File: src/rtl/lwe_acc_pkg.sv
// Shared types and defaults for the LWE body accumulator.
// Holds the FSM state encoding and the modular-adder width helper.
package lwe_acc_pkg;

    parameter int unsigned DEFAULT_DATA_WIDTH = 32;
    parameter int unsigned DEFAULT_N_WIDTH    = 8;

    typedef enum logic [1:0] {
        StIdle = 2'd0,
        StAcc  = 2'd1,
        StErr  = 2'd2,
        StOut  = 2'd3
    } lwe_acc_state_e;

    // One guard bit keeps the unreduced sum of two residues from overflowing.
    function automatic int unsigned sum_width(input int unsigned data_width);
        return data_width + 1;
    endfunction

endpackage

File: src/rtl/mod_add_q.sv
// Combinational two-operand modular adder: y = (a + b) mod q for a, b in [0, q).
// A sum equal to q reduces to 0.
module mod_add_q
    import lwe_acc_pkg::*;
#(
    parameter int unsigned DATA_WIDTH = DEFAULT_DATA_WIDTH
) (
    input  logic [DATA_WIDTH-1:0] a,
    input  logic [DATA_WIDTH-1:0] b,
    input  logic [DATA_WIDTH-1:0] q,
    output logic [DATA_WIDTH-1:0] y
);

    localparam int unsigned SumW = sum_width(DATA_WIDTH);

    logic [SumW-1:0] sum_full;
    logic [SumW-1:0] q_ext;

    always_comb begin
        q_ext    = {1'b0, q};
        sum_full = {1'b0, a} + {1'b0, b};
        if (sum_full >= q_ext) begin
            y = DATA_WIDTH'(sum_full - q_ext);
        end else begin
            y = DATA_WIDTH'(sum_full);
        end
    end

endmodule

File: src/rtl/lwe_body_acc.sv
// Sequential LWE body accumulator: b = (sum a_i*s_i + e) mod Q over n streamed beats.
// Define LWE_ACC_ERR_EN to add the error beat and the e_in port.
module lwe_body_acc
    import lwe_acc_pkg::*;
#(
    parameter int unsigned DATA_WIDTH = DEFAULT_DATA_WIDTH,
    parameter int unsigned n_WIDTH    = DEFAULT_N_WIDTH
) (
    input  logic                  clk,
    input  logic                  rst,
    input  logic                  start,
    input  logic [n_WIDTH-1:0]    n,
    input  logic [DATA_WIDTH-1:0] Q,
    input  logic [DATA_WIDTH-1:0] a_in,
    input  logic                  s_in,
`ifdef LWE_ACC_ERR_EN
    input  logic [DATA_WIDTH-1:0] e_in,
`endif
    input  logic                  in_valid,
    output logic                  in_ready,
    output logic [DATA_WIDTH-1:0] out,
    output logic                  out_valid,
    input  logic                  out_ready,
    output logic                  ready,
    output logic                  done
);

`ifdef LWE_ACC_ERR_EN
    localparam lwe_acc_state_e AccExit = StErr;
`else
    localparam lwe_acc_state_e AccExit = StOut;
`endif

    lwe_acc_state_e state_q, state_d;
    logic [DATA_WIDTH-1:0] acc_q, acc_d;
    logic [DATA_WIDTH-1:0] q_q, q_d;
    logic [n_WIDTH-1:0]    cnt_q, cnt_d;

    logic [DATA_WIDTH-1:0] add_b;
    logic [DATA_WIDTH-1:0] add_sum;

    // Single adder shared by the coefficient and error beats.
    mod_add_q #(
        .DATA_WIDTH(DATA_WIDTH)
    ) u_mod_add (
        .a(acc_q),
        .b(add_b),
        .q(q_q),
        .y(add_sum)
    );

    always_ff @(posedge clk or negedge rst) begin
        if (!rst) begin
            state_q <= StIdle;
            acc_q   <= '0;
            q_q     <= '0;
            cnt_q   <= '0;
        end else begin
            state_q <= state_d;
            acc_q   <= acc_d;
            q_q     <= q_d;
            cnt_q   <= cnt_d;
        end
    end

    always_comb begin
        state_d   = state_q;
        acc_d     = acc_q;
        q_d       = q_q;
        cnt_d     = cnt_q;
        add_b     = a_in;
        in_ready  = 1'b0;
        out_valid = 1'b0;
        ready     = 1'b0;
        done      = 1'b0;

        case (state_q)
            StIdle: begin
                ready = 1'b1;
                if (start) begin
                    q_d   = Q;
                    acc_d = '0;
                    cnt_d = n;
                    state_d = (n == '0) ? AccExit : StAcc;
                end
            end
            StAcc: begin
                in_ready = 1'b1;
                if (in_valid) begin
                    if (s_in) begin
                        acc_d = add_sum;
                    end
                    cnt_d = cnt_q - 1'b1;
                    // <= keeps the FSM terminating even if cnt_q were ever 0 here.
                    if (cnt_q <= n_WIDTH'(1)) begin
                        state_d = AccExit;
                    end
                end
            end
            StErr: begin
`ifdef LWE_ACC_ERR_EN
                in_ready = 1'b1;
                // Fold a negative two's-complement error into [0, Q).
                add_b = e_in[DATA_WIDTH-1] ? (e_in + q_q) : e_in;
                if (in_valid) begin
                    acc_d   = add_sum;
                    state_d = StOut;
                end
`else
                state_d = StOut;
`endif
            end
            StOut: begin
                out_valid = 1'b1;
                if (out_ready) begin
                    done    = 1'b1;
                    state_d = StIdle;
                end
            end
            default: state_d = StIdle;
        endcase
    end

    assign out = acc_q;

endmodule

File: config.mk
export PLATFORM = sky130hd
export DESIGN_NAME = lwe_body_acc
export DESIGN_NICKNAME = d
export VERILOG_FILES = /design/src/rtl/lwe_acc_pkg.sv /design/src/rtl/mod_add_q.sv /design/src/rtl/lwe_body_acc.sv
export SDC_FILE = /design/constraint.sdc
export NUM_CORES = 1
export LEC_CHECK = 0
export BUFFER_PORTS_ARGS = -buffer_cell sky130_fd_sc_hd__buf_4
export CORE_MARGIN = 1.5
export CORE_UTILIZATION = 35
export DETAILED_ROUTE_END_ITERATION = 10
export GPL_TIMING_DRIVEN = 0
export HOLD_SLACK_MARGIN = 0.15
export PLACE_DENSITY = 0.63
export SYNTH_ARGS = -nofsm -noshare
export SYNTH_HDL_FRONTEND = slang
export SYNTH_HIERARCHICAL = 1
export SYNTH_SLANG_ARGS = --single-unit
File: constraint.sdc
create_clock -name clk -period 12.85 [get_ports clk]
set_input_delay 1.9275 -clock clk [delete_from_list [all_inputs] [get_ports clk]]
set_output_delay 1.9275 -clock clk [all_outputs]
set_load 0.1 [all_outputs]
# Yosys cells after proc, flatten, opt, wreduce, memory -nomap -nowiden
# Index checks and enable logic that the tools add are counted.
word_totals:
  elab_cells: 43
  in_bits: 78
  output_inout_bits: 36
  reg_bits: 74
classes:
  order_cmp: 2
  n_mux: 19
  eq_ne: 8
  n_reduce_logical: 7
  n_addsub: 3
ops:
  columns: ["op", "n"]
  rows:
  - ["$mux W32", 4]
  - ["$pmux W32 S2", 1]
  - ["$add A32 B32 Y33", 1]
  - ["$ge A33 B32 Y1", 1]
  - ["$sub A32 B32 Y32", 1]
  - ["$mux W8", 2]
  - ["$pmux W8 S2", 1]
  - ["$mux W2", 5]
  - ["$ne A2 B2 Y1 const B", 5]
  - ["$le A8 B1 Y1 const B", 1]
  - ["$logic_not A8 Y1", 1]
  - ["$pmux W2 S4", 1]
  - ["$reduce_and A4 Y1", 2]
  - ["$sub A8 B1 Y8 const B", 1]
  - ["$mux W1", 5]
  - ["$eq A2 B2 Y1 const B", 2]
  - ["$reduce_and A3 Y1", 1]
  - ["$eq A2 B1 Y1 const B", 1]
  - ["$logic_not A2 Y1", 1]
  - ["$reduce_and A2 Y1", 1]
  - ["$reduce_bool A2 Y1", 1]

# Logic depth before layout (Yosys ltp)
depth:
  word_depth: 6
  ltp_mapped: 22
  mapped_depth_nobuf: 20

# By module
# Netlist, hierarchy kept.
modules_own_cells:
  columns: ["mod", "seq_area_each_um2", "area_per_inst_um2", "instances", "cells_each"]
  rows:
  - ["mod_add_q", 0.0, 4169.0, 1, 578]
  - ["lwe_body_acc", 1851.8, 3280.6, 1, 300]

# Worst setup path after synthesis
# OpenSTA, ideal clock, no wires.
synth_timing:
  path_type: "in2reg"
  startpoint: "input port a_in[0]"
  endpoint: "register acc_q[28] (netlist: out[28])"
  setup_time_ns: 0.127
  path_stages: 22
  n_path_buf: 2
  setup_slack_ns: 6.425
  t_required_ns: 12.723
  arrival_ns: 6.298
  path_cell_list: "ha_1 > fa_1 > a211oi_1 > o21ai_0 > a211oi_1 > o21ba_2 > o21a_1 > nor3_1 > nor3_1 > ha_1 > clkbuf_1 > a21o_1 > a21o_1 > a21oi_1 > nor2_1 > a2111oi_0 > o211ai_1 > a211o_4 > buf_6 > mux2_4 > nand3_1 > o21ai_0"
synth_between:
  elab_chain_cells: 6
  elab_cells_between_ends: 7
  cone_classes: "add/sub (2); order compare (1); mux (4)"
synth_rtl:
  columns: ["item", "line", "text"]
  rows:
  - ["start: declaration", "lwe_body_acc.sv:14", "input logic [DATA_WIDTH-1:0] a_in,"]
  - ["$add A32 B32 Y33 *", "mod_add_q.sv:21", "sum_full = {1'b0, a} + {1'b0, b};"]
  - ["$sub A32 B32 Y32 / $ge A33 B32 Y1 (equally long branches)", "mod_add_q.sv:23, mod_add_q.sv:22", null]
  - ["$mux W32 *", "mod_add_q.sv:22", "if (sum_full >= q_ext) begin"]
  - ["named net add_sum[28]", "lwe_body_acc.sv:40", "logic [DATA_WIDTH-1:0] add_sum;"]
  - ["$mux W32 *", "lwe_body_acc.sv:90", "if (s_in) begin"]
  - ["$mux W32 *", "lwe_body_acc.sv:89", "if (in_valid) begin"]
  - ["$pmux W32 S2 *", "lwe_body_acc.sv:77", "case (state_q)"]
  - ["end signal: assignment", "lwe_body_acc.sv:55", "acc_q <= '0;"]
  - ["end signal: assignment", "lwe_body_acc.sv:60", "acc_q <= acc_d;"]
  - ["end: declaration", "lwe_body_acc.sv:35", "logic [DATA_WIDTH-1:0] acc_q, acc_d;"]
# The timed path passes the listed nets; every way through them passes the cells marked *. The select of a mux whose other input is x is not followed.
# A chain may end at the register's enable or synchronous reset.

# Worst setup path in the final report
layout_timing:
  startpoint: "input port a_in[0]"
  endpoint: "register acc_q[25] (netlist: out[25])"
# Same word-level chain as after synthesis.

==> flow_metrics.py <==
metrics = {
    "drt": {
        "vias_per_cell": 5.30,
        "routed_wl_um": 20700,
        "first_pass_iters": 8,
        "vias": 6798,
        "wl_per_cell_um": 16.1,
        "drc": 0,
        "drt_iter0_markers": 437,
        "ant_nets": 0,
    },
    "synthesis": {
        "async_reset_ff_share_pct": 100,
        "yosysTopAreaCellShare_pct": 24.9,
        "ys_types": 66,
        "synth_area_mm2": 0.00745,
        "synth_nets": 1028,
        "synth_warnings": 6,
        "synth_seq_area_share_pct": 24.9,
        "synth_edf_count": 0,
        "synthTopCellsByCount": "inv_1, dfrtp_1, ha_1",
        "yosys_most_used_dff": "dfrtp_1",
        "yosysMostFrequentCell": "inv_1",
        "synth.area.top_cells": "dfrtp_1, ha_1, mux2_4, mux2_2, inv_1",
        "avgSynthCellArea_um2": 8.48,
        "synth_seq_cells": 74,
        "yosysTopAreaCell": "dfrtp_1",
        "syn_inst": 878,
    },
    "global_route": {
        "grt_pass1_wl_um": 32600,
        "grt_antenna_before_repair": 0,
        "use_met1_pct": 26.3,
        "grt_busiest_layer": "met2",
        "grt_max_degree": 75,
        "use_met3_pct": 3.79,
        "overflow": 0,
        "grtUsageTotal_pct": 18.7,
        "grt_util_met2_pct": 28.6,
        "grt_pass1_vias": 6395,
    },
    "cells_and_area": {
        "drive_above_1_share_pct": 21.8,
        "finalNetCount": 1152,
        "multiInputGateArea_mm2": 0.00507,
        "register_area_mm2": 0.00185,
        "layout.cells.non_filler": 1282,
        "antennaDiodeCount": 0,
        "syn_to_final_growth_pct": 20.3,
        "nFillCells": 2156,
    },
    "timing": {
        "slew_viol_final": 0,
        "fin_ws_ns": 5.29,
        "post-route-min-period_ns": 7.56,
        "tightest_slew_ns": 0.968,
        "hold_viol": 0,
        "setup_viol": 0,
        "slew_headroom_pct": 35.5,
        "fin_crit_sh_pct": 58.8,
        "max_freq_ghz": 0.132,
        "skew_ns": 0.0126,
        "rsz0062_at_grt": "no",
        "setup_tns_ns": 0,
    },
    "clocking": {
        "cts_root_buf": "clkbuf_16",
        "postCtsSetupRepairBufs": 0,
        "cts_buffers": 9,
        "worstSkewPairLatency_ns": 0.35,
        "htreeDepth": 3,
        "clkSinkCount": 74,
        "clkTransAtPathRegs_ns": 0.06,
        "cts-resized-gates": 0,
        "cts_tree": "done",
        "ctsHoldBuffers": 0,
        "cts.path.max_buffers": 2,
    },
    "placed_design": {
        "dp_cells": 1266,
        "pre_cts_ws_ns": 5.06,
        "port_buffers": 113,
        "dpl.hpwl_um": 16400,
        "globalplace.congestion": 0.893,
    },
    "floorplanning": {
        "die_h_um": 149,
        "io_pins": 114,
        "rows": 53,
        "die_area_mm2": 0.0222,
        "coreArea_mm2": 0.0210,
        "start_util_pct": 35.6,
        "die_w_um": 149,
    },
    "setup_path": {
        "cp_max_fo": 10,
        "startpoint_type": "primary input",
        "crit_slowest_cell": "o32ai_1",
        "worstPathArrival_ns": 7.79,
        "cp_num_buf_inv": 3,
        "slowest_delay_ns": 0.68,
        "crit_required_ns": 13.08,
        "criticalPathCategory": "primary input to register",
        "crit_path_end_kind": "register",
        "crit_family": "compound AO/OA/AOI/OAI gates",
        "worstPathCellList": "buf_4 > ha_1 > fa_1 > a211oi_1 > o21ai_0 > a211oi_1 > o21bai_1 > a31oi_1 > xnor2_1 > ha_1 > clkbuf_1 > a21o_1 > a21oi_1 > nor2b_1 > o32ai_1 > o41ai_1 > o21a_1 > a211o_4 > buf_6 > mux2_4 > nand3_1 > o21ai_1",
    },
    "run_status": {
        "status": "finished clean",
    },
    "worst_hold_path": {
        "hold_path_class": "register to register",
    },
    "run": {
        "drv_cap": 0,
    },
}
-- worst register-to-register path: cells and delay by family (launching register included) --
kind / cells / cell delay, ns
AO/OA/AOI/OAI: 12 / 3.60
adder cells (fa/ha/maj): 3 / 1.00
flip-flops: 1 / 0.41
buffers and inverters: 2 / 0.38
multiplexers: 1 / 0.30
XOR/XNOR: 1 / 0.24
AND/OR/NAND/NOR: 2 / 0.24
-- registers in the layout (all words and copies together) (netlist names) --
register / count
out: 32
state_q: 2
cnt_q: 8
q_q: 32
-- metal layers --
layer	part of all wire (%)	wire (um)
met5	0	0
met4	2.0	418
met3	6.8	1420
met2	43	8870
met1	48	9990
-- cells in the final DEF, fill, tap and decap left out, types with 9 or more instances in the layout --
cell type,count
buf_4,115
clkbuf_1,24
o21ai_1,29
clkbuf_16,9
xnor2_1,34
nor2_1,47
a21oi_1,63
o21ai_0,49
nand2_1,33
nor2b_1,9
nand4_1,14
o21a_1,11
xor2_1,17
a21o_1,30
o21bai_1,13
a211oi_1,15
inv_1,89
mux2_2,35
mux2_4,29
nand3_1,54
ha_1,70
dfrtp_1,74
nor3_1,20
-- logic make-up after synthesis --
group | share of synthesized area (%)
and+or+nand+nor | 15.2
DFF | 24.9
xor gates and xnor gates | 6.00
AOI/OAI and AO/OA | 23.0
adders and majority gates | 12.3
buffers and inverters | 7.10
muxes | 11.5
-- per-stage QoR --
stage,cell area (um^2),hold slack (ns),util (%)
floorplan,7450,0.479,-
global placement,8640,0.488,41.2
detailed placement,8640,0.496,41.2
CTS,8960,0.509,42.8
global route,8960,0.523,42.8
finish,8960,0.504,42.8
-- path summary, 6_finish.rpt --
kind / startpoint / end / slack, ns / depth (start not counted)
max: a_in[0] / out[25] / 5.29 / 22
min: q_q[19] / q_q[19] / 0.50 / 1
max reg2reg: out[0] / out[25] / 6.55 / 21
min reg2reg: q_q[19] / q_q[19] / 0.50 / 1
max in group asynchronous: rst / q_q[28] / 10.49 / 1
min in group asynchronous: rst / out[6] / 1.74 / 1
-- layout make-up --
type	count	area share, %
buffer	37	2.18
clock buffer	11	2.71
clock inverter	5	0.866
inverter	89	3.73
multi-input combinational	678	56.6
sequential	74	20.7
tap	275	3.84
timing repair buffer	113	9.47
Power is left out: the tool's default activity adds up to more than one toggle a clock period on the data nets, which glitch-free logic cannot reach.
